<file path="src/rtl/multiplier_seq_n_pkg.sv">
// rtl/multiplier_seq_n_pkg.sv - shared types and helpers for the sequential multiplier
package mult_pkg;

    typedef enum logic [1:0] {S_IDLE, S_RUN, S_DONE} mult_state_t;

    // Step counter must reach N-1, so it needs room for values 0..N.
    function automatic int cnt_width(input int n);
        return $clog2(n + 1);
    endfunction

endpackage

</file>
<file path="src/rtl/multiplier_seq_n_if.sv">
// rtl/multiplier_seq_n_if.sv - operand/product handshake bundle for the sequential multiplier
interface multiplier_seq_n_if #(
    parameter int N = 8
);
    logic           in_valid;
    logic           in_ready;
    logic [N-1:0]   a;
    logic [N-1:0]   b;
    logic           out_valid;
    logic           out_ready;
    logic [2*N-1:0] product;
    logic           busy;

    modport master (
        output in_valid, a, b, out_ready,
        input  in_ready, out_valid, product, busy
    );

    modport slave (
        input  in_valid, a, b, out_ready,
        output in_ready, out_valid, product, busy
    );
endinterface

</file>
<file path="src/rtl/multiplier_seq_n_adder.sv">
// rtl/multiplier_seq_n_adder.sv - N-bit ripple-carry adder forming the multiplier datapath
module adder_n #(
    parameter int N = 8
) (
    input  logic [N-1:0] a,
    input  logic [N-1:0] b,
    input  logic         c_in,
    output logic [N-1:0] sum,
    output logic         c_out
);
    logic [N:0] c;

    assign c[0] = c_in;

    for (genvar i = 0; i < N; i++) begin : g_fa
        assign sum[i]   = a[i] ^ b[i] ^ c[i];
        assign c[i + 1] = (a[i] & b[i]) | (c[i] & (a[i] ^ b[i]));
    end

    assign c_out = c[N];
endmodule

</file>
<file path="src/rtl/multiplier_seq_n.sv">
// rtl/multiplier_seq_n.sv - unsigned shift-and-add N x N -> 2N multiplier, one partial product per clock
module multiplier_seq_n #(
    parameter int N = 8
) (
    input  logic               clk,
    input  logic               rst,
    multiplier_seq_n_if.slave  bus
);
    import mult_pkg::*;

    localparam int CW = cnt_width(N);

    mult_state_t   state;
    mult_state_t   state_nxt;
    logic [N-1:0]  mcand;
    logic [N-1:0]  acc_hi;
    logic [N-1:0]  acc_lo;
    logic [N-1:0]  sum;
    logic          c_out;
    logic [CW-1:0] cnt;
    logic          accept;
    logic          last_step;

    adder_n #(.N(N)) u_adder (
        .a     (acc_hi),
        .b     (mcand & {N{acc_lo[0]}}),
        .c_in  (1'b0),
        .sum   (sum),
        .c_out (c_out)
    );

    assign accept    = bus.in_valid && (state == S_IDLE);
    assign last_step = (cnt == CW'(N - 1));

    always_ff @(posedge clk or posedge rst) begin
        if (rst) begin
            state <= S_IDLE;
        end else begin
            state <= state_nxt;
        end
    end

    always_comb begin
        state_nxt     = state;
        bus.in_ready  = 1'b0;
        bus.out_valid = 1'b0;
        bus.busy      = 1'b1;
        unique case (state)
            S_IDLE: begin
                bus.in_ready = 1'b1;
                bus.busy     = 1'b0;
                if (bus.in_valid) begin
                    state_nxt = S_RUN;
                end
            end
            S_RUN: begin
                if (last_step) begin
                    state_nxt = S_DONE;
                end
            end
            S_DONE: begin
                bus.out_valid = 1'b1;
                if (bus.out_ready) begin
                    state_nxt = S_IDLE;
                end
            end
            default: begin
                state_nxt = S_IDLE;
            end
        endcase
    end

    // The carry lands in acc_hi[N-1] as the 2N+1-bit {c_out, sum, acc_lo} shifts right.
    always_ff @(posedge clk or posedge rst) begin
        if (rst) begin
            mcand  <= '0;
            acc_hi <= '0;
            acc_lo <= '0;
            cnt    <= '0;
        end else if (accept) begin
            mcand  <= bus.a;
            acc_lo <= bus.b;
            acc_hi <= '0;
            cnt    <= '0;
        end else if (state == S_RUN) begin
            {acc_hi, acc_lo} <= (2*N)'({c_out, sum, acc_lo} >> 1);
            cnt              <= cnt + CW'(1);
        end
    end

    assign bus.product = {acc_hi, acc_lo};
endmodule

</file>
<file path="src/flat_wrapper.sv">
// flat-port wrapper written by rule: the top's interface ports become plain ports
module multiplier_seq_n_flat import mult_pkg::*;
#(
    parameter int N = 8
)
  (clk, rst, bus_in_valid, bus_a, bus_b, bus_out_ready, bus_in_ready, bus_out_valid, bus_product, bus_busy);
  multiplier_seq_n_if #(.N(N)) bus_i ();
  input  logic clk;
  input  logic rst;
  input wire logic [$bits(bus_i.in_valid)-1:0] bus_in_valid;
  input wire logic [$bits(bus_i.a)-1:0] bus_a;
  input wire logic [$bits(bus_i.b)-1:0] bus_b;
  input wire logic [$bits(bus_i.out_ready)-1:0] bus_out_ready;
  output wire logic [$bits(bus_i.in_ready)-1:0] bus_in_ready;
  output wire logic [$bits(bus_i.out_valid)-1:0] bus_out_valid;
  output wire logic [$bits(bus_i.product)-1:0] bus_product;
  output wire logic [$bits(bus_i.busy)-1:0] bus_busy;
  assign bus_i.in_valid = bus_in_valid;
  assign bus_i.a = bus_a;
  assign bus_i.b = bus_b;
  assign bus_i.out_ready = bus_out_ready;
  assign bus_in_ready = bus_i.in_ready;
  assign bus_out_valid = bus_i.out_valid;
  assign bus_product = bus_i.product;
  assign bus_busy = bus_i.busy;
  multiplier_seq_n #(.N(N)) u_core (.clk(clk), .rst(rst), .bus(bus_i));
endmodule
</file>
<file path="config.mk">
export PLATFORM = sky130hd
export DESIGN_NAME = multiplier_seq_n_flat
export DESIGN_NICKNAME = d
export VERILOG_FILES = /design/src/rtl/multiplier_seq_n_pkg.sv /design/src/rtl/multiplier_seq_n_if.sv /design/src/rtl/multiplier_seq_n_adder.sv /design/src/rtl/multiplier_seq_n.sv /design/src/flat_wrapper.sv
export SDC_FILE = /design/constraint.sdc
export NUM_CORES = 1
export LEC_CHECK = 0
export ABC_AREA = 1
export CORE_AREA = 2 2 73 58
export CTS_BUF_LIST = sky130_fd_sc_hd__clkbuf_4 sky130_fd_sc_hd__clkbuf_8
export DETAILED_ROUTE_END_ITERATION = 8
export DIE_AREA = 0 0 75 60
export HOLD_SLACK_MARGIN = 0.03
export PLACE_DENSITY = 0.71
export RECOVER_POWER = 50
export SYNTH_ARGS = -nofsm -noshare
export SYNTH_HDL_FRONTEND = slang
export SYNTH_SLANG_ARGS = --single-unit
export TNS_END_PERCENT = 20
</file>
<file path="constraint.sdc">
create_clock -name clk -period 4.9 [get_ports clk]
set_clock_uncertainty 0.05 [all_clocks]
set_input_delay 0.98 -clock clk [delete_from_list [all_inputs] [get_ports clk]]
set_output_delay 0.98 -clock clk [all_outputs]
set_load 0.05 [all_outputs]
</file>
### Word-level counts from Yosys, hierarchy flattened

Index checks and enable logic that the tools add are counted.

* $add $sub $neg: 1
* equality and inequality tests: 6
* mux-type cells: 13
* bitwise gates (word level): 38
* reduce and logical (&&, ||, !) cells: 4

Operator list (count)
* 8-bit two-way mux: 4
* 1-bit bitwise AND: 15
* 1-bit bitwise XOR: 15
* 8-bit bitwise AND: 1
* 4-bit two-way mux: 2
* 1-bit OR: 7
* 2-bit two-way mux: 3
* 2-bit case mux with 3 select lines: 1
* 4-bit by 1-bit adder with 4-bit output (second input constant): 1
* 4-bit by 3-bit == test with 1-bit output (second input constant): 1
* 2-bit inequality test (second input constant): 2
* 1-bit two-way mux: 3
* 3-bit AND reduction: 1
* 2-bit by 1-bit == test with 1-bit output (second input constant): 1
* 2-bit == test (second input constant): 1
* 2-bit zero test: 1
* 2-bit by 1-bit inequality test with 1-bit output (second input constant): 1
* 2-bit nonzero test: 1
* 1-bit logical AND: 1

* register bits: 30
* input port bits: 20
* output and inout bits: 19
* logic and storage cells: 67

### Logic depth before layout (Yosys ltp)

Gate-level depths: netlist of run 1.

* word-level depth: 18
* gate-level depth with buffers: 15
* mapped depth without buffers: 14

### By module

From an unflattened synthesis of run 1, not the netlist that was laid out.

* cells, all modules: 190
* area, all modules: 1571.5 sq um

Modules (own cells, without submodules)
* multiplier_seq_n: instances 1, cells each 172, area each 1373.8 sq um, seq. area each 750.7 sq um
* adder_n: instances 1, cells each 18, area each 197.7 sq um, seq. area each 0.0 sq um

### Worst setup path before layout of run 1

OpenSTA, ideal clock, no wires.

* kind: register -> register
* start point: reg u_core.acc_lo[0]
* end point: reg u_core.acc_hi[6]
* library setup time: 127 ps
* arrival time: 3836 ps
* required time: 4723 ps
* path slack: 886 ps
* stages on the path, launching flop included: 16
* path buffers: 1
* cells stage by stage: dfrtp_1 > clkbuf_1 > nand2_1 > inv_1 > ha_1 > inv_1 > fa_1 > fa_1 > fa_1 > fa_1 > fa_1 > inv_1 > fa_1 > inv_1 > fa_1 > o21ai_0

* cells in the longest elaborated chain, start to end: 17

RTL lines
* start, declared: RTL line multiplier_seq_n.sv:17 `logic [N-1:0] acc_lo;`
* start signal, assigned: RTL line multiplier_seq_n.sv:82 `acc_lo <= bus.b;`
* start signal, assigned: RTL line multiplier_seq_n.sv:86 `{acc_hi, acc_lo} <= (2*N)'({c_out, sum, acc_lo} >> 1);`
* 8-bit bitwise AND *: RTL line multiplier_seq_n.sv:26 `.b (mcand & {N{acc_lo[0]}}),`
* 1-bit bitwise AND / 1-bit bitwise XOR (equally long branches): RTL line multiplier_seq_n_adder.sv:17 `assign c[i + 1] = (a[i] & b[i]) | (c[i] & (a[i] ^ b[i]));`
* 1-bit bitwise AND: RTL line multiplier_seq_n_adder.sv:17
* 1-bit OR: RTL line multiplier_seq_n_adder.sv:17
* 1-bit bitwise AND: RTL line multiplier_seq_n_adder.sv:17
* 1-bit OR: RTL line multiplier_seq_n_adder.sv:17
* 1-bit bitwise AND: RTL line multiplier_seq_n_adder.sv:17
* 1-bit OR: RTL line multiplier_seq_n_adder.sv:17
* 1-bit bitwise AND: RTL line multiplier_seq_n_adder.sv:17
* 1-bit OR: RTL line multiplier_seq_n_adder.sv:17
* 1-bit bitwise AND: RTL line multiplier_seq_n_adder.sv:17
* 1-bit OR: RTL line multiplier_seq_n_adder.sv:17
* 1-bit bitwise AND: RTL line multiplier_seq_n_adder.sv:17
* 1-bit OR: RTL line multiplier_seq_n_adder.sv:17
* 1-bit bitwise XOR *: RTL line multiplier_seq_n_adder.sv:16 `assign sum[i] = a[i] ^ b[i] ^ c[i];`
* 8-bit two-way mux *: RTL line multiplier_seq_n.sv:85 `end else if (state == S_RUN) begin`
* 8-bit two-way mux *: RTL line multiplier_seq_n.sv:80 `end else if (accept) begin`
* end signal, assigned: RTL line multiplier_seq_n.sv:86
* end, declared: RTL line multiplier_seq_n.sv:16 `logic [N-1:0] acc_hi;`

Every way passes the cells marked *; elsewhere a longest branch is shown, timed or not. The select of a mux whose other input is x is not followed.
A chain may end at the register's enable or synchronous reset.

### Worst setup path in the final report of run 1

Same ends and word-level chain as after synthesis.

==> flow_summary_export.csv, run 1 <==
group,metric,value,unit
outcome,run_status,"finished with violations",
outcome,failing_checks,"capacitance limit, slew limit",
yosys,ys_async_sr_fraction,100.0,%
floorplan,top_level_ports,39,
hold_path,worstHoldPathCells,2,
finish,final-seq-area,750.7,um^2
worst_setup_path,path_cells,"nand2_1 -> inv_1 -> ha_1 -> inv_1 -> fa_1 -> fa_1 -> fa_1 -> fa_1 -> fa_1 -> inv_1 -> fa_1 -> inv_1 -> fa_1 -> o21ai_0",
detailed_routing,drt-pass1-iter-count,4,
worst_setup_path,cell_seen_most_often_among_critical_path_stages,"sky130_fd_sc_hd__fa_1",
timing,post_route_minimum_period,3.697,ns
yosys,synth_top_area_share,50.29,%
worst_setup_path,r2r-start,"u_core.acc_lo[0]",
power,finalPower,1311,uW
worst_setup_path,critical_path.max_fanout,10,
timing,finalSetupViolations,0,
timing,worst_slew_pin_slew,1.577,ns
run,maxCapViolCount,1,
timing,relSlewSlack,-5.143,%
worst_setup_path,cp_data_arrival_time,3.82,ns
hold_path,worst_min_delay_path_startpoint,"u_core.mcand[2]",
clock_tree,cts_setup_buffers,0,
global_route,grt_pass1_vias,1136,
placement,port_buffers,38,
yosys,synth_compound_area_share,5.029,%
worst_setup_path,critPathCaptureType,"register",
global_route,number_of_antenna_violations_at_the_first_check_in_global_routing,0,
yosys,ys_top_cells_by_area,"sky130_fd_sc_hd__dfrtp_1 50%, sky130_fd_sc_hd__nand2_1 18%, sky130_fd_sc_hd__fa_1 9.4%, sky130_fd_sc_hd__inv_1 4.5%, sky130_fd_sc_hd__nand3_1 3.0%",
detailed_routing,wirelength,3.070,mm
timing,max_freq,0.2705,GHz
global_route,globalRouteTotalUtil,15.88,%
placement,gpl_congestion,0.7639,
placement,cell_area_reported_after_detailed_placement,0.001904,mm^2
worst_setup_path,startpoint_to_endpoint_class_of_the_critical_path,"register to register",
finish,finish.instance_area,0.001987,mm^2
finish,num_antenna_cells,0,
timing,final_max_slew_viol_count,31,
worst_setup_path,required_time_reported_for_the_critical_path_endpoint,5.02,ns
timing,final_hold_viol_count,0,
detailed_routing,route.vias.total,1166,
yosys,yosys.area_share.simple,24.98,%
floorplan,initial_core_util,38.99,%
power,vdd.ir_drop.worst,0.2773,mV
clock_tree,clkSinkCount,30,
clock_tree,cts_hold_repair.buffers,0,
detailed_routing,routed_via_density,4.417,
floorplan,die_w,75,um
hold_path,hold_path_end,"u_core.mcand[2]",
floorplan,floorplan.die.height,60,um
yosys,post_synth_fa_ha_maj_area_fraction,11.06,%
clock_tree,clock_tree_from_tritoncts,"done",
yosys,yosys.area.top_type,"sky130_fd_sc_hd__dfrtp_1",
timing,timing.final.crit_share,75.44,%
clock_tree,clockBufferDepth,2,
yosys,seq_area_frac_synth,50.29,%
yosys,yosys_register_bits,30,
clock_tree,post_cts.resized_instances,0,
finish,final_nets,237,
yosys,combinational_family_with_the_most_area_after_synthesis,"simple AND/OR/NAND/NOR gates",
yosys,cell_area_after_synthesis,0.001493,mm^2
floorplan,fp.dieArea,0.004500,mm^2
finish,num-fill-cells,384,
detailed_routing,drtIter0Drc,39,
power,p_leak,0.0009164,uW
yosys,synthXorXnorAreaFrac,0,%
yosys,syn_area_per_cell,8.938,um^2
yosys,synth_edf_count,0,
global_route,grt_first_pass_wirelength,5.161,mm
worst_setup_path,timing.rr.end,"u_core.acc_hi[6]",
detailed_routing,ant_nets,0,
hold_path,hold_path.class,"register to register",
timing,fin_setup_tns,0,ns
global_route,grt_overflow_total,0,
clock_tree,clk_latency,0.29,ns
yosys,synth.most_common_cell,"sky130_fd_sc_hd__nand2_1",
floorplan,area_inside_the_core_boundary,0.003829,mm^2
yosys,syn-num-nets,196,
clock_tree,cts_inserted_buffers,5,
clock_tree,ctsHtreeMaxLevel,2,
placement,dpl.hpwl,2.162,mm
worst_setup_path,critical-path-max-stage-delay,0.50,ns
worst_setup_path,regToRegSetupSlack,1.20,ns
power,power_per_standard_cell_area,660.1,mW/mm^2
worst_setup_path,start_kind,"register",
clock_tree,clkSlewWorstSetupHoldPaths,0.06,ns
yosys,post_synth_inst_count,167,
finish,multi_input_area,605.6,um^2
worst_setup_path,worstRegToRegCells,14,
global_route,grt_max_degree,31,
clock_tree,clock_tree.root_cell,"sky130_fd_sc_hd__clkbuf_8",
floorplan,standard_cell_rows,20,
finish,share_of_final_layout_standard_cells_stronger_than_drive_strength_1,7.177,%
yosys,synthTopCellsByCount,"71 x sky130_fd_sc_hd__nand2_1, 30 x sky130_fd_sc_hd__dfrtp_1, 18 x sky130_fd_sc_hd__inv_1",
yosys,synth_mux_area_share,0,%
finish,area.growth.synth_to_final,33.11,%
worst_setup_path,slowest_cp_cell,"sky130_fd_sc_hd__dfrtp_1",
timing,rsz0062_at_grt,"no",
yosys,synthesis.yosys.warnings,0,
detailed_routing,routed_wire_length_per_instance,11.63,um
detailed_routing,detail_route.drc_violations,0,
yosys,distinct_cells_synth,20,
yosys,most_used_dff_post_synth,"sky130_fd_sc_hd__dfrtp_1",
## worst max-delay path, delay by kind of cell (launching register included)
kind	cells	cell delay (ns)
simple gates	1	0.09
fa+ha+maj	8	2.62
flops	1	0.50
compound gates	1	0.08
buf+inv	4	0.22
## layout by cell type, fill, tap and decap left out, types with 4 or more instances in the layout
master	synthesis	routed
sky130_fd_sc_hd__nand2_1	71	72
sky130_fd_sc_hd__clkdlybuf4s50_1	0	36
sky130_fd_sc_hd__dfrtp_1	30	30
sky130_fd_sc_hd__inv_1	18	18
sky130_fd_sc_hd__nand3_1	9	9
sky130_fd_sc_hd__fa_1	7	7
sky130_fd_sc_hd__clkbuf_8	0	6
sky130_fd_sc_hd__o22ai_1	5	5
sky130_fd_sc_hd__nor2_1	4	4
sky130_fd_sc_hd__o21ai_1	4	4
## worst max-delay path by stage
stage	endpoint	depth (start not counted)	from
final	u_core.acc_hi[6]	14	u_core.acc_lo[0]
after global routing	u_core.acc_hi[6]	14	u_core.acc_lo[0]
after CTS	u_core.acc_hi[6]	14	u_core.acc_lo[0]
after detailed placement	u_core.acc_hi[6]	14	u_core.acc_lo[0]
after global placement	u_core.acc_hi[6]	14	u_core.acc_lo[0]
after floorplan	u_core.acc_hi[6]	15	u_core.acc_lo[0]
## metal layers
metal  global-route usage, %  up-vias  routed length (um)
met3                   4.722        7                 186
li1                        -      594                   -
met4                   7.653        0                  63
met5                       0        -                   0
met2                   24.06       32                1346
met1                   20.84      533                1474
## through the flow
step | cells | hold WS, ns | util, % | setup slack (ns)
floorplan | 167 | 0.3987 | - | 0.8863
global placement | 256 | 0.4154 | 49.74 | 1.271
detailed placement | 256 | 0.4168 | 49.74 | 1.143
CTS | 264 | 0.4349 | 52.22 | 1.191
finish | 264 | 0.4326 | 51.90 | 1.203
global route | 264 | 0.4607 | 51.90 | 0.9237
## report_power, final
part           switching, uW  internal, uW  leakage, uW
clock                   95.1           113    0.0000472
sequential              90.9           355     0.000381
combinational            431           226     0.000489
total                    617           694     0.000916
## final cells by class
class	instances	share of cell area, %
Sequential cell	30	37.78
Multi-Input combinational cell	111	30.48
Timing Repair Buffer	39	19.33
Clock buffer	6	4.156
Inverter	21	4.156
Tap cell	55	3.463
Clock inverter	2	0.6297
## state kept, by name, summed over array words and instances (netlist names)
register	cells
u_core.state	2
u_core.acc_lo	8
u_core.cnt	4
u_core.acc_hi	8
u_core.mcand	8
## cells by family after synthesis
| family | Yosys count |
|---|---|
| AND/OR/NAND/NOR | 89 |
| flip-flops | 30 |
| AO/OA/AOI/OAI | 13 |
| buffers and inverters | 26 |
| adder cells (fa/ha/maj) | 9 |
Power figures use the tool's default switching activity.
==> inputs of run 2 (changes only) <==
- clock period: 4.9 -> 3.8 ns (I/O delays scaled with it)
==> flow_summary_export.csv, run 2 (synthesis gave the netlist of run 1 again) <==
group,metric,value,unit
detailed_routing,route.vias.total,1185,
floorplan,fp.dieArea,0.004500,mm^2
floorplan,initial_core_util,38.99,%
global_route,number_of_antenna_violations_at_the_first_check_in_global_routing,0,
placement,cell_area_reported_after_detailed_placement,0.001913,mm^2
clock_tree,clkSinkCount,30,
global_route,grt_first_pass_wirelength,5.168,mm
power,power.internal,967.8,uW
clock_tree,cts_hold_repair.buffers,0,
power,power_per_standard_cell_area,870.7,mW/mm^2
power,power.share.clock,18.5,%
timing,max_freq,0.2847,GHz
worst_setup_path,worstRegToRegCells,14,
worst_setup_path,required_time_reported_for_the_critical_path_endpoint,3.91,ns
timing,post_route_minimum_period,3.513,ns
global_route,grt_max_degree,17,
global_route,grt_overflow_total,0,
floorplan,die_w,75,um
timing,worst_slew_pin_slew,0.8501,ns
clock_tree,cts_setup_buffers,0,
placement,gpl_congestion,0.7572,
worst_setup_path,critPathCaptureType,"register",
timing,rsz0062_at_grt,"no",
power,power_frac_seq,32.1,%
worst_setup_path,path_cells,"nand2_1 -> inv_1 -> ha_1 -> inv_1 -> fa_1 -> fa_1 -> fa_1 -> fa_1 -> fa_1 -> inv_1 -> fa_1 -> inv_1 -> fa_1 -> o21ai_0",
worst_setup_path,slowest_cp_cell,"sky130_fd_sc_hd__fa_1",
floorplan,top_level_ports,39,
worst_setup_path,start_kind,"register",
finish,finish.instance_area,0.002014,mm^2
finish,share_of_final_layout_standard_cells_stronger_than_drive_strength_1,8.095,%
global_route,grt_pass1_vias,1133,
timing,fin_setup_tns,0,ns
finish,final_nets,238,
worst_setup_path,critical-path-max-stage-delay,0.46,ns
worst_setup_path,crit_cells,14,
placement,dpl.hpwl,2.244,mm
detailed_routing,drtIter0Drc,78,
finish,area.growth.synth_to_final,34.95,%
floorplan,standard_cell_rows,20,
power,switching_power,786.2,uW
finish,num-fill-cells,372,
hold_path,hold_path.class,"register to register",
finish,biggestRegsByFlops,"u_core.acc_hi x8, u_core.acc_lo x8, u_core.mcand x8",
timing,final_hold_viol_count,0,
placement,port_buffers,38,
timing,relSlewSlack,43.33,%
clock_tree,clkSlewWorstSetupHoldPaths,0.06,ns
timing,timing.final.crit_share,92.44,%
timing,final_max_slew_viol_count,0,
worst_setup_path,startpoint_to_endpoint_class_of_the_critical_path,"register to register",
clock_tree,clock_tree_from_tritoncts,"done",
finish,multi_input_area,605.6,um^2
clock_tree,clockBufferDepth,2,
worst_setup_path,critical_path.max_fanout,2,
floorplan,area_inside_the_core_boundary,0.003829,mm^2
power,p_leak,0.0009323,uW
finish,num_antenna_cells,0,
outcome,run_status,"finished clean",
timing,finalSetupViolations,0,
finish,layout_commonest_cell,"sky130_fd_sc_hd__nand2_1",
clock_tree,clk_latency,0.28,ns
worst_setup_path,cell_seen_most_often_among_critical_path_stages,"sky130_fd_sc_hd__fa_1",
run,maxCapViolCount,0,
finish,final-seq-area,752.0,um^2
worst_setup_path,path_buf_inv,4,
detailed_routing,routed_wire_length_per_instance,11.43,um
detailed_routing,wirelength,3.028,mm
detailed_routing,drt-pass1-iter-count,4,
hold_path,worstHoldPathCells,2,
clock_tree,cts_inserted_buffers,5,
worst_setup_path,largest_delay_contributor_family_on_the_critical_path,"adder cells",
power,vdd.ir_drop.worst,0.3555,mV
power,comb_power_share,49.4,%
worst_setup_path,cp_data_arrival_time,3.62,ns
detailed_routing,detail_route.drc_violations,0,
detailed_routing,routed_via_density,4.472,
clock_tree,ctsHtreeMaxLevel,2,
floorplan,floorplan.die.height,60,um
finish,layout.cells.most_common_list,"72 x sky130_fd_sc_hd__nand2_1, 36 x sky130_fd_sc_hd__clkdlybuf4s50_1, 29 x sky130_fd_sc_hd__dfrtp_1",
global_route,globalRouteTotalUtil,15.71,%
clock_tree,clock_tree.root_cell,"sky130_fd_sc_hd__clkbuf_8",
detailed_routing,ant_nets,0,
clock_tree,post_cts.resized_instances,0,
power,power_switching_share,44.82,%
==> run 2: power by group through the flow <==
stage | Sequential, uW | Clock [uW] | Combinational (uW)
final | 563 | 324 | 867
after global routing | 581 | 348 | 956
after CTS | 563 | 332 | 888
after detailed placement | 566 | 0 | 884
after global placement | 565 | 0 | 867
after floorplan | 775 | 0 | 424
==> run 2: layout make-up <==
type                       count  share of cell area (%)
clock buffer                   7                   4.161
clock inverter                 1                   1.491
inverter                      21                   4.099
multi-input combinational    111                   30.06
sequential                    30                   37.33
tap                           55                   3.416
timing repair buffer          40                   19.44
==> run 2: worst register-to-register path: cells and delay by family (launching register included) <==
kind	cells	cell delay [ns]
fa+ha+maj	8	2.66
buf+inv	4	0.22
simple gates	1	0.05
compound gates	1	0.07
flops	1	0.36
==> run 2: final timing paths <==
path,slack (ns),end,start
max,0.29,u_core.acc_hi[6],u_core.acc_lo[0]
min,0.44,u_core.mcand[3],u_core.mcand[3]
max reg2reg,0.29,u_core.acc_hi[6],u_core.acc_lo[0]
min reg2reg,0.44,u_core.mcand[3],u_core.mcand[3]
max in group asynchronous,1.62,u_core.mcand[4],rst
min in group asynchronous,0.92,u_core.acc_lo[4],rst
==> run 2: per-stage QoR <==
stage	utilization [%]	hold slack, ns	instances	total power, uW	worst slack, ns
after floorplan	-	0.3987	167	1199	0.01048
after global routing	52.61	0.4764	265	1885	0.1037
after CTS	52.94	0.4405	265	1783	0.2775
after global placement	49.97	0.4221	257	1432	0.3478
final	52.61	0.4417	265	1754	0.2874
after detailed placement	49.97	0.4218	257	1450	0.2606
==> run 2: metal layers <==
metal,up-vias,part of all wire (%),global-route usage (%)
met3,4,6.4,6.071
met1,548,47,21.43
met4,0,0.86,6.122
li1,594,-,-
met5,-,0,0
met2,39,45,22.56
==> inputs of run 3 (changes only) <==
- CTS_CLUSTER_DIAMETER: not set -> 40
==> results of run 3 <==
Same layout as run 2: the final DEF is identical, and so are final timing and power.
